==> src/rtl/contador_pkg.sv <==
// Shared encodings for the mode counter and its monitor: MODO values, error codes, FSM states.
package contador_pkg;

  typedef enum logic [1:0] {
    MODO_UP    = 2'b00,
    MODO_DOWN  = 2'b01,
    MODO_DOWN3 = 2'b10,
    MODO_LOAD  = 2'b11
  } modo_e;

  typedef enum logic [1:0] {
    ERR_NONE = 2'b00,
    ERR_Q    = 2'b01,
    ERR_RCO  = 2'b10,
    ERR_BOTH = 2'b11
  } err_e;

  typedef enum logic [1:0] {
    IDLE  = 2'b00,
    CHECK = 2'b01,
    FAIL  = 2'b10
  } state_e;

endpackage

==> src/rtl/contador_model.sv <==
// Combinational reference of the mode counter: next Q/RCO from the current Q and controls.
module contador_model
  import contador_pkg::*;
#(
  parameter int unsigned WIDTH = 16
) (
  input  logic             ENB,
  input  logic [1:0]       MODO,
  input  logic [WIDTH-1:0] D,
  input  logic [WIDTH-1:0] Q,
  output logic [WIDTH-1:0] exp_q,
  output logic             exp_rco
);

  always_comb begin
    exp_q   = Q;
    exp_rco = 1'b0;
    if (ENB) begin
      case (modo_e'(MODO))
        MODO_UP: begin
          exp_q   = Q + WIDTH'(1);
          exp_rco = &Q;
        end
        MODO_DOWN: begin
          exp_q   = Q - WIDTH'(1);
          exp_rco = (Q == '0);
        end
        MODO_DOWN3: begin
          exp_q   = Q - WIDTH'(3);
          exp_rco = (Q < WIDTH'(3));
        end
        default: begin
          exp_q   = D;
          exp_rco = 1'b0;
        end
      endcase
    end
  end

endmodule

==> src/rtl/contador_monitor.sv <==
// Passive checker for the 16-bit mode counter: predicts Q/RCO each cycle and flags mismatches.
// Optional coverage counters enabled with `define CONTADOR_MONITOR_COVER_EN.
module contador_monitor
  import contador_pkg::*;
#(
  parameter int unsigned WIDTH     = 16,
  parameter int unsigned ERR_CNT_W = 8,
  parameter int unsigned STICKY    = 0
) (
  input  logic                 CLK,
  input  logic                 RESET_L,
  input  logic                 ENB,
  input  logic [1:0]           MODO,
  input  logic [WIDTH-1:0]     D,
  input  logic [WIDTH-1:0]     Q,
  input  logic                 RCO,
  output logic                 chk_valid,
  output logic                 err,
  output logic [1:0]           err_code,
  output logic [ERR_CNT_W-1:0] err_count,
  output logic                 fail
`ifdef CONTADOR_MONITOR_COVER_EN
  ,
  output logic [ERR_CNT_W-1:0] cov_mode0,
  output logic [ERR_CNT_W-1:0] cov_mode1,
  output logic [ERR_CNT_W-1:0] cov_mode2,
  output logic [ERR_CNT_W-1:0] cov_mode3,
  output logic [ERR_CNT_W-1:0] cov_wrap
`endif
);

  state_e               state_q, state_d;
  logic [WIDTH-1:0]     exp_q_r, pred_q;
  logic                 exp_rco_r, pred_rco;
  logic                 q_bad, rco_bad;
  logic                 chk_d, err_d;
  err_e                 code_d;
  logic [ERR_CNT_W-1:0] cnt_d;

  contador_model #(.WIDTH(WIDTH)) u_model (
    .ENB     (ENB),
    .MODO    (MODO),
    .D       (D),
    .Q       (Q),
    .exp_q   (pred_q),
    .exp_rco (pred_rco)
  );

  // Prediction always comes from the observed Q, so one glitch yields one error.
  always_ff @(posedge CLK or negedge RESET_L) begin
    if (!RESET_L) begin
      exp_q_r   <= '0;
      exp_rco_r <= 1'b0;
    end else begin
      exp_q_r   <= pred_q;
      exp_rco_r <= pred_rco;
    end
  end

  // Case-inequality so X/Z on the counter outputs is reported as a mismatch.
  assign q_bad   = (Q !== exp_q_r);
  assign rco_bad = (RCO !== exp_rco_r);

  always_comb begin
    state_d = state_q;
    chk_d   = 1'b0;
    err_d   = 1'b0;
    code_d  = ERR_NONE;
    cnt_d   = err_count;
    case (state_q)
      IDLE: state_d = CHECK;
      CHECK: begin
        chk_d = 1'b1;
        if (q_bad || rco_bad) begin
          err_d  = 1'b1;
          code_d = err_e'({rco_bad, q_bad});
          if (err_count != '1) cnt_d = err_count + ERR_CNT_W'(1);
          if (STICKY != 0) state_d = FAIL;
        end
      end
      FAIL: state_d = FAIL;
      default: state_d = IDLE;
    endcase
  end

  always_ff @(posedge CLK or negedge RESET_L) begin
    if (!RESET_L) begin
      state_q   <= IDLE;
      chk_valid <= 1'b0;
      err       <= 1'b0;
      err_code  <= ERR_NONE;
      err_count <= '0;
    end else begin
      state_q   <= state_d;
      chk_valid <= chk_d;
      err       <= err_d;
      err_code  <= code_d;
      err_count <= cnt_d;
    end
  end

  assign fail = (state_q == FAIL);

`ifdef CONTADOR_MONITOR_COVER_EN
  logic [ERR_CNT_W-1:0] cov_m [4];
  logic [ERR_CNT_W-1:0] cov_w;

  always_ff @(posedge CLK or negedge RESET_L) begin
    if (!RESET_L) begin
      for (int unsigned i = 0; i < 4; i++) cov_m[i] <= '0;
      cov_w <= '0;
    end else if (state_q == CHECK) begin
      if (ENB && (cov_m[MODO] != '1)) cov_m[MODO] <= cov_m[MODO] + ERR_CNT_W'(1);
      if ((RCO === 1'b1) && (cov_w != '1)) cov_w <= cov_w + ERR_CNT_W'(1);
    end
  end

  assign cov_mode0 = cov_m[0];
  assign cov_mode1 = cov_m[1];
  assign cov_mode2 = cov_m[2];
  assign cov_mode3 = cov_m[3];
  assign cov_wrap  = cov_w;
`endif

endmodule

==> config.mk <==
export PLATFORM = sky130hd
export DESIGN_NAME = contador_monitor
export DESIGN_NICKNAME = d
export VERILOG_FILES = /design/src/rtl/contador_pkg.sv /design/src/rtl/contador_model.sv /design/src/rtl/contador_monitor.sv
export SDC_FILE = /design/constraint.sdc
export NUM_CORES = 1
export LEC_CHECK = 0
export BUFFER_PORTS_ARGS = -buffer_cell sky130_fd_sc_hd__buf_2
export CAP_MARGIN = 20
export CORE_UTILIZATION = 35
export DETAILED_ROUTE_END_ITERATION = 12
export MAX_ROUTING_LAYER = met4
export PLACE_DENSITY_LB_ADDON = 0.12
export SLEW_MARGIN = 20
export SYNTH_ARGS = -nofsm -noshare
export SYNTH_HDL_FRONTEND = slang
export SYNTH_HIERARCHICAL = 1
export SYNTH_SLANG_ARGS = --single-unit
==> constraint.sdc <==
create_clock -name CLK -period 1.74 [get_ports CLK]
set_input_delay 0.087 -clock CLK [delete_from_list [all_inputs] [get_ports CLK]]
set_output_delay 0.087 -clock CLK [all_outputs]
set_load 0.02 [all_outputs]
==> summary.md <==
| Metric | Value |
|---|---|
| Worst skew pair latency | `280 ps` |
| Period Utilization, post-route | `104.9%` |
| Initial core utilization | `36.23%` |
| Design area | `3899 um2` |
| Num Clock Sinks | `31` |
| FF+latch count, synth | `31` |
| DR DRC count | `0` |
| Hold Path Class | `in -> reg` |
| Power per cell area | `697.8 nW/um2` |
| RSZ-0062 raised after global routing | `yes` |
| Seq/Total Area, Yosys | `27.57%` |
| Rows | `32` |
| Final net count | `500` |
| Min Clock Period, post-route | `1826 ps` |
| FFs w/ async S/R, synth | `100.0%` |
| Mean Syn Cell Area | `7.972 um2` |
| Largest area contributor in the netlist | `dfrtp_1` |
| Clk pin slew, worst setup/hold paths | `70 ps` |
| Core ar. | `7767 um2` |
| Commonest non-fill, non-tap cell in the layout | `buf_4` |
| Routed Wire Length | `9915 um` |
| First-pass GRT wire length | `16010 um` |
| Net Count, Synth | `395` |
| Hpwl dp | `7577 um` |
| Maximum buffer depth of the clock tree | `2` |
| DP Area | `3643 um2` |
| Outcome | `finished with violations` |
| Worst setup SP type | `flip-flop` |
| Setup WS pre-CTS | `-287.2 ps` |
| CP endpoint kind | `flip-flop` |
| Die X | `91.67 um` |
| Post-synth top flop | `dfrtp_1` |
| Routed len/inst | `17.67 um` |
| Drt pass-1 iters | `5` |
| Vias after detailed routing | `3081` |
| Failing checks | `setup timing` |
| Seq. cell area | `775.7 um2` |
| Max-slew headroom | `50.03%` |
| Synth top area cells | `dfrtp_1 28%, xnor2_1 6.8%, nand2_1 4.9%, o21ai_0 4.6%, nor2_1 3.7%` |
| Critical Path AT | `1990 ps` |
| Most frequent cells in the layout | `76 x buf_4, 49 x buf_2, 37 x nand2_1, 31 x dfrtp_1, 28 x nor2_1` |
| Gr ovfl total | `0` |
| I/O Buffers | `50` |
| Netlist Area Pre-Place | `2814 um2` |
| Layout cells sized above 1 | `37.69%` |
| Syn. warnings | `6` |
| Die Ht | `91.67 um` |
| Ports | `51` |
| Num CTS Buffers | `5` |
| Peak supply drop | `0.3140 mV` |
| TritonCTS clock tree | `done` |
| H-Tree Depth | `2` |
| Leak | `1.668 nW` |
| CTS root buf | `clkbuf_8` |
| Critical Path RT | `1910 ps` |
| Antenna Cells | `0` |
| Yosys cell types | `63` |
| Multi-input gate area | `1983 um2` |
| Total power | `0.002721 W` |
| Slew Limit Fails | `0` |
| Post-synth EDFFs | `0` |
| Final Wtd Congestion | `0.9154` |
| Final Setup Violations | `6` |
| Pin count of the biggest net entering global routing | `42` |
| Post-route ant nets | `0` |
| Fin. Hold Viols | `0` |
| Overall Global Routing Usage | `25.07%` |
| Die area | `8402 um2` |
| Highest clock rate | `0.5477 GHz` |
| FILL cells | `780` |
| DR iter-0 viols | `209` |
| Count of maximum capacitance violations | `0` |
| Actual slew at the worst max-slew pin | `749.6 ps` |
| Fin worst setup slack | `-85.68 ps` |
| Drt via density | `5.492` |
| Setup TNS Final | `-381.5 ps` |
| Fin Hold WS | `102.9 ps` |
| Yosys top cell area share | `27.57%` |
| Area Overhead vs Synth | `38.55%` |
| Initial antenna violation count | `0` |
| Crit Path Max Fanout | `2` |
| Post-Syn Instances | `353` |
| Fin Clk Skew | `3.001 ps` |
| Vias in the first global route | `3048` |
| Critical path class | `reg -> reg` |
==> sequential cells by signal (all words and copies together), names as in the netlist <==
signal / flops
chk_valid: 1
err: 1
err_code: 2
err_count: 8
exp_q_r: 16
exp_rco_r: 1
state_q: 2
==> routing by layer <==
metal  global-route usage, %  vias up  routed length (um)
met5                       -        -                   0
met4                   5.952        0                 163
met3                   2.405       15                 423
met2                   41.79       83                4796
met1                   32.85     1481                4532
li1                        -     1502                   -
==> synthesized netlist by cell type, drive strengths merged (2+ instances only) <==
library cell and count:
a2111oi 3, a21oi 11, a221o 3, a22o 2, a22oi 2, a311o 2, a31oi 4, and2 4
and3 4, buf 13, clkbuf 17, dfrtp 31, ha 4, inv 10, mux2 7, mux2i 7
nand2 38, nand2b 3, nand3 15, nand4 16, nor2 30, nor2b 2, nor3 18, nor3b 2
nor4 9, nor4b 5, o211ai 3, o21ai 26, o221ai 2, o22ai 7, o2bb2ai 3, or2 2
xnor2 22, xor2 10
==> kinds of logic after synthesis <==
| family | count (synthesis) | synth area share [%] |
|---|---|---|
| adders and majority gates | 4 | 1.779 |
| DFF | 31 | 27.57 |
| buffers and inverters | 41 | 6.847 |
| and+or+nand+nor | 151 | 28.37 |
| AOI/OAI and AO/OA | 80 | 19.79 |
| xor gates and xnor gates | 32 | 9.960 |
| muxes | 14 | 5.691 |
==> cell type report <==
type,count,share of cell area (%)
well taps,102,3.273
inverters,11,1.187
multi-input cells,281,50.87
repair buffers,128,21.76
clock inverters,2,0.8986
clock buffers,6,2.118
flip-flops and latches,31,19.90
==> repair_timing <==
action                                  in CTS  in global routing
pin swaps                                    5                  8
buffers inserted                             1                  1
hold buffers                                 1                  0
hold endpoints to repair                    31                  0
endpoints found under the setup margin       9                 14
resized for setup                           11                 13
gates cloned                                 0                  0
==> critical path: stages (launching register included) <==
cell,delay (ps)
dfrtp_1,380
xnor2_1,190
nand4_1,180
nor4_2,340
nor2_1,110
o22ai_2,200
mux2_4,320
==> metrics by stage <==
stage               std cells  util (%)
detailed placement        551     46.91
global placement          551     46.91
finish                    561     50.19
global route              561     50.19
CTS                       560     49.21
floorplan                 353         -
==> power breakdown <==
group	leakage (nW)	total, W	internal [W]	switching [W]
Combinational	1.25	0.00100	0.000460	0.000545
Sequential	0.355	0.000964	0.000837	0.000127
Clock	0.0612	0.000752	0.000464	0.000289
Total	1.67	0.00272	0.00176	0.000960
==> worst paths after layout <==
kind | slack [ps] | cells after the start | to | from
max | -90 | 6 | err_count[1] | exp_q_r[2]
max reg2reg | -90 | 6 | err_count[1] | exp_q_r[2]
min in group asynchronous | 410 | 2 | exp_q_r[15] | RESET_L
min | 100 | 2 | exp_q_r[13] | ENB
min reg2reg | 440 | 1 | state_q[0] | state_q[1]
max in group asynchronous | 860 | 2 | err_count[2] | RESET_L
Note: power is estimated with default switching activity, not from simulation.
